--- src/rtl/mips_pkg.sv ---
// Shared definitions for the boot-time instruction-memory loader.
// Loader state encoding, header field position and instruction word width.
package mips_pkg;

  localparam int INSN_WIDTH    = 32;
  localparam int HDR_COUNT_LSB = 0;

  typedef enum logic [2:0] {
    IDLE,
    HEADER,
    PAYLOAD,
    CHECK,
    RUN,
    ERR
  } loader_state_t;

  // States in which the loader consumes stream beats
  function automatic logic is_streaming(input loader_state_t s);
    return (s == HEADER) || (s == PAYLOAD) || (s == CHECK);
  endfunction

endpackage

--- src/rtl/loader_checksum.sv ---
// Running 32-bit modular sum of the payload words, with a compare
// against the trailer word supplied by the stream.
module loader_checksum
  import mips_pkg::*;
(
  input  logic                  clk,
  input  logic                  reset,
  input  logic                  clear,
  input  logic                  add,
  input  logic [INSN_WIDTH-1:0] data,
  input  logic [INSN_WIDTH-1:0] cmp_data,
  output logic                  match
);

  logic [INSN_WIDTH-1:0] sum_reg;

  always_ff @(posedge clk) begin
    if (reset || clear) begin
      sum_reg <= '0;
    end else if (add) begin
      sum_reg <= sum_reg + data;
    end
  end

  assign match = (sum_reg == cmp_data);

endmodule

--- src/rtl/imem_loader.sv ---
// Streams a length-prefixed program image into instruction memory and holds
// the core in reset until it is written. Optional trailer check: IMEM_LOADER_CHECKSUM_EN.
module imem_loader
  import mips_pkg::*;
#(
  parameter int ADDR_WIDTH = 8,
  parameter int MAX_WORDS  = 256
) (
  input  logic                  clk,
  input  logic                  reset,
  input  logic                  start,
  input  logic                  s_valid,
  input  logic [INSN_WIDTH-1:0] s_data,
  output logic                  s_ready,
  output logic                  imem_we,
  output logic [31:0]           imem_addr,
  output logic [INSN_WIDTH-1:0] imem_wdata,
  output logic                  cpu_reset,
  output logic                  busy,
  output logic                  done,
  output logic                  error
);

  localparam int CW  = ADDR_WIDTH + 1;
  localparam int PAD = 32 - ADDR_WIDTH - 2;
  localparam logic [CW-1:0] MAX_CNT = CW'(MAX_WORDS);

  loader_state_t state_reg, state_next;
  logic [CW-1:0] count_reg, count_next;
  logic [CW-1:0] k_reg, k_next;
  logic [CW-1:0] hdr_count;
  logic          accept;
  logic          last_beat;

  logic                  s_ready_reg, imem_we_reg, cpu_reset_reg;
  logic                  busy_reg, done_reg, error_reg;
  logic [31:0]           imem_addr_reg;
  logic [INSN_WIDTH-1:0] imem_wdata_reg;

  assign accept    = s_valid && s_ready_reg;
  assign hdr_count = s_data[HDR_COUNT_LSB +: CW];
  assign last_beat = (k_reg == count_reg - CW'(1));

`ifdef IMEM_LOADER_CHECKSUM_EN
  logic sum_match;

  loader_checksum u_checksum (
    .clk      (clk),
    .reset    (reset),
    .clear    (state_reg == HEADER && accept),
    .add      (state_reg == PAYLOAD && accept),
    .data     (s_data),
    .cmp_data (s_data),
    .match    (sum_match)
  );
`endif

  always_comb begin
    state_next = state_reg;
    count_next = count_reg;
    k_next     = k_reg;
    case (state_reg)
      IDLE: begin
        if (start) state_next = HEADER;
      end
      HEADER: begin
        if (accept) begin
          if (hdr_count == '0 || hdr_count > MAX_CNT) begin
            state_next = ERR;
          end else begin
            count_next = hdr_count;
            k_next     = '0;
            state_next = PAYLOAD;
          end
        end
      end
      PAYLOAD: begin
        if (accept) begin
          k_next = k_reg + CW'(1);
          if (last_beat) begin
`ifdef IMEM_LOADER_CHECKSUM_EN
            state_next = CHECK;
`else
            state_next = RUN;
`endif
          end
        end
      end
`ifdef IMEM_LOADER_CHECKSUM_EN
      CHECK: begin
        if (accept) state_next = sum_match ? RUN : ERR;
      end
`endif
      RUN, ERR: begin
        if (start) state_next = HEADER;
      end
      default: state_next = IDLE;
    endcase
  end

  // Status outputs are registered from the next state so they line up with it;
  // cpu_reset drops only after a full cycle in RUN, behind the last write.
  always_ff @(posedge clk) begin
    if (reset) begin
      state_reg      <= IDLE;
      count_reg      <= '0;
      k_reg          <= '0;
      s_ready_reg    <= 1'b0;
      imem_we_reg    <= 1'b0;
      imem_addr_reg  <= '0;
      imem_wdata_reg <= '0;
      cpu_reset_reg  <= 1'b1;
      busy_reg       <= 1'b0;
      done_reg       <= 1'b0;
      error_reg      <= 1'b0;
    end else begin
      state_reg     <= state_next;
      count_reg     <= count_next;
      k_reg         <= k_next;
      s_ready_reg   <= is_streaming(state_next);
      busy_reg      <= is_streaming(state_next);
      done_reg      <= (state_next == RUN);
      error_reg     <= (state_next == ERR);
      cpu_reset_reg <= !(state_reg == RUN && state_next == RUN);
      imem_we_reg   <= (state_reg == PAYLOAD) && accept;
      if (state_reg == PAYLOAD && accept) begin
        imem_addr_reg  <= {{PAD{1'b0}}, k_reg[ADDR_WIDTH-1:0], 2'b00};
        imem_wdata_reg <= s_data;
      end
    end
  end

  assign s_ready    = s_ready_reg;
  assign imem_we    = imem_we_reg;
  assign imem_addr  = imem_addr_reg;
  assign imem_wdata = imem_wdata_reg;
  assign cpu_reset  = cpu_reset_reg;
  assign busy       = busy_reg;
  assign done       = done_reg;
  assign error      = error_reg;

endmodule

--- config.mk ---
export PLATFORM = sky130hd
export DESIGN_NAME = imem_loader
export DESIGN_NICKNAME = d
export VERILOG_FILES = /design/src/rtl/mips_pkg.sv /design/src/rtl/loader_checksum.sv /design/src/rtl/imem_loader.sv
export SDC_FILE = /design/constraint.sdc
export NUM_CORES = 1
export LEC_CHECK = 0
export ABC_AREA = 0
export CAP_MARGIN = 10
export CORE_MARGIN = 2
export CORE_UTILIZATION = 40
export CTS_CLUSTER_SIZE = 30
export DETAILED_ROUTE_END_ITERATION = 10
export PLACE_DENSITY_LB_ADDON = 0.3
export SLEW_MARGIN = 25
export SYNTH_ARGS = -nofsm -noshare
export SYNTH_HDL_FRONTEND = slang
export SYNTH_HIERARCHICAL = 1
export SYNTH_SLANG_ARGS = --single-unit
--- constraint.sdc ---
create_clock -name clk -period 1.8 [get_ports clk]
set_clock_uncertainty 0.15 [all_clocks]
set_input_delay 0.18 -clock clk [delete_from_list [all_inputs] [get_ports clk]]
set_output_delay 0.18 -clock clk [all_outputs]
set_load 0.03 [all_outputs]
Word-level counts from Yosys, hierarchy flattened
Cells that the tools add are included.

cells by class
  order comparisons = 1
  bitwise gates (word level) = 1
  eq/ne operators = 13
  add/sub/neg operators = 2
  reduce and logical (&&, ||, !) cells = 13
  muxes and demuxes = 10

operator list
  cell                                                   count
  2-to-1 mux 9 bit                                       3
  one-hot mux 9 bit (2 select lines)                     1
  2-to-1 mux 3 bit                                       5
  == test 3 bit (second input constant)                  4
  adder 9 x 1 -> 9 bit (second input constant)           1
  == test 3 x 2 -> 1 bit (second input constant)         3
  == test 9 bit                                          1
  greater-than comparator 9 bit (second input constant)  1
  logical NOT 9 bit                                      1
  one-hot mux 3 bit (3 select lines)                     1
  subtractor 9 x 1 -> 9 bit (second input constant)      1
  == test 3 x 1 -> 1 bit (second input constant)         2
  != test 2 bit (second input constant)                  3
  AND reduction 4 bit                                    1
  logical AND 1 bit                                      3
  logical NOT 3 bit                                      1
  logical OR 1 bit                                       3
  AND reduction 3 bit                                    1
  OR reduction 3 bit                                     1
  nonzero test 2 bit                                     1
  logical NOT 1 bit                                      1
  inverter 1 bit                                         1

storage, ports and cells
  input port bits = 36
  word-level logic and storage cells = 50
  output and inout bits = 70
  bits in registers = 66

Logic depth before layout (Yosys ltp)
Gate-level depths: netlist of the first run.

  word-level depth = 8
  gate-level depth with buffers = 8
  depth with buffers taken out = 8

Worst setup path before layout of the first run
Ideal clock, no wire load.

  kind = register -> register
  start = register, netlist name busy
  end = register k_reg[7]
  buffers on the path = 0
  required time = 1.527 ns
  library setup time = 0.123 ns
  period minus slack after synthesis = 2.094 ns
  setup slack = -0.294 ns
  arrival = 1.822 ns
  cell stages (with the launch flop) = 7
  path through = dfxtp_1 nand2_1 nor3b_1 nand4b_2 a211oi_2 xnor2_1 nor2_1

RTL lines
  element                 line                RTL
  end signal: assignment  imem_loader.sv:119  k_reg <= k_next;
  end: declaration        imem_loader.sv:30   logic [CW-1:0] k_reg, k_next;

Final worst setup path of the first run
  start = register count_reg[1]
  end = register state_reg[2]

on the way
  word-level cells in the longest chain between the ends = 5

ends and longest elaborated chain
  element                             line                RTL
  start: declaration                  imem_loader.sv:29   logic [CW-1:0] count_reg, count_next;
  start signal: assignment            imem_loader.sv:118  count_reg <= count_next;
  subtractor 9 x 1 -> 9 bit           imem_loader.sv:42   assign last_beat = (k_reg == count_reg - CW'(1));
  == test 9 bit                       imem_loader.sv:42
  2-to-1 mux 3 bit                    imem_loader.sv:80   if (last_beat) begin
  2-to-1 mux 3 bit                    imem_loader.sv:78   if (accept) begin
  one-hot mux 3 bit (3 select lines)  imem_loader.sv:62   case (state_reg)
  end signal: assignment              imem_loader.sv:117  state_reg <= state_next;
  end: declaration                    imem_loader.sv:28   loader_state_t state_reg, state_next;

Every way passes these cells.
A chain may end at the register's enable or synchronous reset.

==> results of run 1 <==
-- routing by layer --
layer / vias to the layer above / wire length, um
met1: 1294 / 3190
met4: 0 / 87
li1: 1374 / -
met3: 9 / 640
met2: 91 / 3800
met5: - / 0
-- metrics by stage --
| step | setup TNS [ns] | worst slack, ns | hold slack (ns) | instance area [um2] |
|---|---|---|---|---|
| after floorplan | -0.0251 | -0.0237 | 0.110 | 3070 |
| after global placement | -8.67 | -0.297 | 0.291 | 4000 |
| after detailed placement | -8.98 | -0.327 | 0.295 | 4000 |
| after CTS | -0.623 | -0.218 | 0.137 | 4330 |
| after global routing | -0.905 | -0.219 | 0.122 | 4490 |
| final | -0.412 | -0.136 | 0.115 | 4490 |
-- final cells by class --
cell class	instances	area (um2)
multi-input combinational	267	1600
inverter	6	22.5
tap	99	124
clock inverter	6	138
clock buffer	10	138
sequential	66	1330
timing repair buffer	121	1150
fill	621	2720
-- synthesized netlist by cell type (3+ instances only) --
library cell and instances:
xnor2_1 9, clkbuf_1 11, nand3_1 8, nor4_1 3, nor3_1 5, nor2_1 25
buf_4 25, xor2_1 9, nand2_1 88, inv_1 5, a21oi_1 47, dfxtp_1 66
mux2i_1 8, nand4_1 4, buf_2 6
-- cell families after synthesis --
kind of cell | after synthesis
buffers and inverters | 50
adders and majority gates | 2
other | 1
muxes | 8
and+or+nand+nor | 153
DFF | 66
AOI/OAI and AO/OA | 62
xor gates and xnor gates | 18
-- repair_timing --
action	in CTS	in global routing
hold buffers	0	0
buffers inserted	1	2
pin swaps	7	9
gates resized for setup	12	27
setup endpoints to repair	6	38
-- path summary, 6_finish.rpt --
| kind | to | slack, ns | cells past startpoint |
|---|---|---|---|
| worst min register to register | imem_wdata[13]$_SDFFE_PP0P_ | 0.30 | 2 |
| worst max-delay path | state_reg[2]$_SDFF_PP0_ | -0.14 | 8 |
| worst max register to register | state_reg[2]$_SDFF_PP0_ | -0.14 | 8 |
| worst min-delay path | count_reg[6]$_SDFFE_PP0P_ | 0.11 | 4 |
-- critical path: cells and delay by family, from the launching register on --
| family | cells | cell delay, ns |
|---|---|---|
| compound gates | 3 | 0.58 |
| simple gates | 3 | 0.50 |
| flops | 1 | 0.33 |
| fa+ha+maj | 1 | 0.16 |
| buf+inv | 1 | 0.07 |
-- power by group through the flow --
stage | logic, mW | registers, mW | clock network, mW
final | 0.310 | 1.48 | 1.69
after CTS | 0.289 | 1.48 | 1.71
after global placement | 0.280 | 1.51 | 0
after floorplan | 0.184 | 1.52 | 0
after global routing | 0.329 | 1.48 | 1.80
after detailed placement | 0.282 | 1.51 | 0
==> impl_results.md, run 1 <==
* Largest net degree at the start of global routing at 32
* Post-synthesis simple-gate area fraction at 23.8%
* Clock Tree Buf Depth at 2
* Core Box Area at 7210 um2
* DP Cell Count at 556
* Core Util, Final at 62.3%
* CP cell instances: inv_2, ha_4, nor3b_2, a211oi_2, o211ai_1, nand3_1, a32oi_1, nor2_1
* Sw Pwr at 0.770 mW
* Hold Crit Start: s_data[6]
* Max VDD drop at 0.626 mV
* Initial antenna violation count at 0
* Share of flip-flops with an asynchronous set or reset at 0%
* Comb pwr share at 8.9%
* Final hold vios at 0
* Max Transition Viols Final at 0
* Final wirelength at 7720 um
* Cell Count, Final, Fillers Out at 575
* Slowest cell on the critical path: dfxtp_2
* Synthesized cell area at 2960 um2
* Largest cells by area after synthesis: dfxtp_1, nand2_1, a21oi_1
* DR WL/cell at 13.4 um
* Synth Area in Compound Gates at 12.2%
* Pre-antenna DRT Iters at 4
* Port Buffers at 81
* Sequential share of the synthesized area at 44.7%
* CP peak stage delay at 0.33 ns
* Post-synth top area share at 44.7%
* CTS Buf Count at 9
* Io pins at 106
* Crit path from: count_reg[1]$_SDFFE_PP0P_
* Initial Utilization at 41.0%
* Clk slew on worst S/H paths at 0.07 ns
* Relative slew slack at 63.5%
* Yosys reg bits at 66
* Met3 usage at 7.54%
* N_diodes at 0
* Leak at 1.75 nW
* Worst slew pin tran at 0.547 ns
* Final Cycle Share at 108%
* GRT Total Usage at 18.8%
* Max reg flops at 32
* Vias at 2768
* Remaining global-route overflow at 0
* Area Growth Syn to Fin at 52.0%
* Dominant synthesized flop cell: dfxtp_1
* Crit. End Element: register
* Synthesis Warnings at 6
* Final setup margin at -0.136 ns
* Status: finished with violations
* EDFF count, synth at 0
* Vias in the first global route at 2569
* DIE WIDTH at 90.0 um
* Clk sinks at 66
* Routability congestion estimate at 0.862
* Post-Syn Instances at 360
* XOR/XNOR share of the synthesized area at 5.33%
* DRC Markers at 0
* Post-synth top area cell: dfxtp_1
* Syn_area_per_cell at 8.21 um2
* Largest family of logic cells by synthesized area: simple AND/OR/NAND/NOR gates
* Clk pwr share at 48.5%
* Commonest cells after routing, fill and taps aside: nand2_1, clkdlybuf4s50_1, dfxtp_1, a21oi_1, buf_4
* Commonest non-fill, non-tap cell in the layout: nand2_1
* Vias/cell at 4.81
* Final net count at 509
* Gr busiest metal: met2
* Worst EP arrival at 1.99 ns
* CP required at 1.85 ns
* Critical path type: reg -> reg
* # rows at 31
* Grt met1 use at 22.8%
* Die area at 8100 um2
* Flop pwr share at 42.5%
* Int Pwr at 2.71 mW
* Adder-cell area share of the yosys netlist at 0.846%
* Switch share at 22.1%
* Mux contribution to synthesized area at 2.71%
* CTS Root Cell: clkbuf_8
* Power Dens Cells at 774 nW/um2
* RR Startpoint: count_reg[1]$_SDFFE_PP0P_
* DRT iter0 DRCs at 70
* Wire length of the first global-routing pass at 12300 um
* Die Y at 90.0 um
* Unrepaired setup endpoints after global routing: true
* HP Class: in -> reg
* CTS H-tree lvls at 3
* Largest fanout on the critical path at 4
* Yosys cell types at 47
* Tot Pwr at 3.48 mW
* Met2 usage at 30.6%
* Crit path launch type: register
* Final Critical Period at 1.94 ns
* Half-perimeter wire length after placement at 5320 um
* Max Clk Rate at 517 MHz
* Final antenna-violating net count at 0
* Max-cap violations at 0
* Layout cells sized above 1 at 20.2%
* CTS tree: done
* Final setup fails at 4
* Clock latency on the worst-skew pair at 0.33 ns
* Failing checks: negative setup slack
No activity file was read; power rests on OpenSTA's default activity.
==> run 2: changes to the inputs <==
Settings changed: PLACE_DENSITY set to 0.81, PLACE_DENSITY_LB_ADDON 0.3 to not set.
==> run 2 against run 1 <==
Compared with the run above:
- routed wire length down 4.8%
- critical endpoint is now busy$_SDFF_PP0_
- fmax down 2.2%
- first-iteration DRC count down 13%
- largest power group unchanged
- combinational power down 3%
- highest routed layer unchanged
- register-to-register slack worse by 0.04 ns
- the run still ends with negative setup slack left
- sequential power about the same
==> impl_results.md, run 2 (same netlist as run 1, synthesis figures left out) <==
* Crit path launch type: register
* CTS Buf Count at 9 (unchanged)
* Leak at 1.68 nW (-4.3%)
* Final Cycle Share at 110% (+2.4 points)
* Commonest cells after routing, fill and taps aside: nand2_1, clkdlybuf4s50_1, dfxtp_1, a21oi_1, buf_4
* Unrepaired setup endpoints after global routing: true
* N_diodes at 0 (unchanged)
* Met2 usage at 31.5% (+0.95 points)
* Layout cells sized above 1 at 18.6% (-1.6 points)
* Vias at 2741 (-0.98%)
* Io pins at 106 (unchanged)
* Placed Area at 4030 um2 (+0.63%)
* DIE WIDTH at 90.0 um (unchanged)
* Status: finished with violations
* HP Class: in -> reg
* Final hold vios at 0 (unchanged)
* Final setup margin at -0.180 ns (-0.0439 ns)
* Port Buffers at 81 (unchanged)
* Final antenna-violating net count at 0 (unchanged)
* DRT iter0 DRCs at 61 (-13%)
* Die area at 8100 um2 (unchanged)
* Wire length of the first global-routing pass at 12300 um (about the same)
* Met3 usage at 7.04% (-0.50 points)
* Core Box Area at 7210 um2 (unchanged)
* Largest net degree at the start of global routing at 35 (+9.4%)
* Critical path type: reg -> reg
* Area Growth Syn to Fin at 47.5%
* Max Clk Rate at 505 MHz (-2.2%)
* DR WL/cell at 12.9 um (-4.3%)
* Gr busiest metal: met2
* Remaining global-route overflow at 0 (unchanged)
* Pre-CTS WS at -0.330 ns (-0.00236 ns)
* # rows at 31 (unchanged)
* Grt met1 use at 21.5% (-1.3 points)
* CP required at 1.88 ns (+0.03 ns)
* Largest fanout on the critical path at 4 (unchanged)
* Final setup fails at 5 (+1)
* CTS tree: done
* Clock Tree Buf Depth at 2 (unchanged)
* Commonest non-fill, non-tap cell in the layout: nand2_1
* Max VDD drop at 0.635 mV (+1.3%)
* Clk slew on worst S/H paths at 0.07 ns (about the same)
* Half-perimeter wire length after placement at 5460 um (+2.6%)
* CTS Root Cell: clkbuf_8
* Pre-antenna DRT Iters at 4 (unchanged)
* Vias in the first global route at 2644 (+2.9%)
* Post-CTS setup buffer count at 0 (-1)
* Routability congestion estimate at 0.797 (-7.5%)
* Worst EP arrival at 2.06 ns (+0.07 ns)
* Vias/cell at 4.79 (-0.46%)
* Cell Count, Final, Fillers Out at 572 (-0.52%)
* # hold bufs at CTS at 0 (unchanged)
* Max reg flops at 32 (unchanged)
* DRC Markers at 0 (unchanged)
* Final Critical Period at 1.98 ns (+0.0439 ns)
* Initial Utilization at 41.0% (unchanged)
* Max-cap violations at 0 (unchanged)
* Power Dens Cells at 753 nW/um2 (-2.7%)
* GRT Total Usage at 18.7% (-0.089 points)
* Max Transition Viols Final at 0 (unchanged)
* Die Y at 90.0 um (unchanged)
* Initial antenna violation count at 0 (unchanged)
* DP Cell Count at 556 (unchanged)
* Final Cell Area at 4360 um2 (-3.0%)
* Clk sinks at 66 (unchanged)
* Final net count at 506 (-0.59%)
* Failing checks: negative setup slack
* Final wirelength at 7350 um (-4.8%)
* Clock latency on the worst-skew pair at 0.34 ns (about the same)
* Crit. End Element: register
* CTS H-tree lvls at 3 (unchanged)
-- run 2: timing repair --
action                                 4_1_cts  5_1_grt
pin swaps                                    6        6
endpoints found under the hold margin        0        0
resized for setup                           11       12
gates cloned                                 0        0
setup endpoints to repair                    4       17
-- run 2: routing by layer --
| layer | routed length, um | share of wire [%] | up-vias |
|---|---|---|---|
| met3 | 595 | 8.1 | 11 |
| met4 | 107 | 1.5 | 0 |
| met1 | 3060 | 42 | 1262 |
| met2 | 3600 | 49 | 95 |
| li1 | - | - | 1373 |
| met5 | 0 | 0 | - |
-- run 2: report_power, final --
group / switching (mW) / leakage (nW) / total, mW / internal, mW
Combinational: 0.168 / 1.03 / 0.301 / 0.133
Sequential: 0.0112 / 0.536 / 1.48 / 1.47
Clock: 0.577 / 0.117 / 1.50 / 0.925
-- run 2: metrics by stage --
step / TNS, ns / total power [mW] / util, % / hold WS [ns]
2_1_floorplan: -0.0251 / 1.70 / - / 0.110
3_3_place_gp: -5.73 / 1.79 / 55.8 / 0.291
3_5_place_dp: -6.98 / 1.80 / 55.8 / 0.297
4_1_cts: -0.380 / 3.30 / 59.7 / 0.0760
5_1_grt: -0.927 / 3.40 / 60.4 / 0.109
6_report: -0.486 / 3.28 / 60.4 / 0.0965
-- run 2: worst paths after layout --
path / startpoint / endpoint / slack, ns / cells after the start
worst max register to register: count_reg[0]$_SDFFE_PP0P_ / busy$_SDFF_PP0_ / -0.18 / 8
worst min register to register: imem_addr[4]$_SDFFE_PP0P_ / imem_addr[4]$_SDFFE_PP0P_ / 0.30 / 2
worst min-delay path: reset / imem_addr[8]$_SDFFE_PP0P_ / 0.1 / 2
worst max-delay path: count_reg[0]$_SDFFE_PP0P_ / busy$_SDFF_PP0_ / -0.18 / 8
-- run 2: cell type report --
| type | count | area, um2 |
|---|---|---|
| well taps | 99 | 124 |
| inverters | 6 | 22.5 |
| clock inverters | 6 | 115 |
| multi-input cells | 267 | 1530 |
| flip-flops and latches | 66 | 1330 |
| repair buffers | 118 | 1110 |
| clock buffers | 10 | 128 |
| fillers | 603 | 2850 |
-- run 2: critical path: stages, from the launching register on --
cell and delay, ns:
dfxtp_2 0.33, inv_2 0.04, ha_4 0.17, and2_4 0.16, o21ai_2 0.10, a31oi_1 0.11, nor4_2 0.35, nand2_1 0.18
o31a_1 0.26
==> run 3: changes to the inputs <==
Settings changed: CTS_CLUSTER_SIZE 30 to not set.
==> results of run 3 <==
The final DEF is identical to that of run 2; final timing and power are the same.
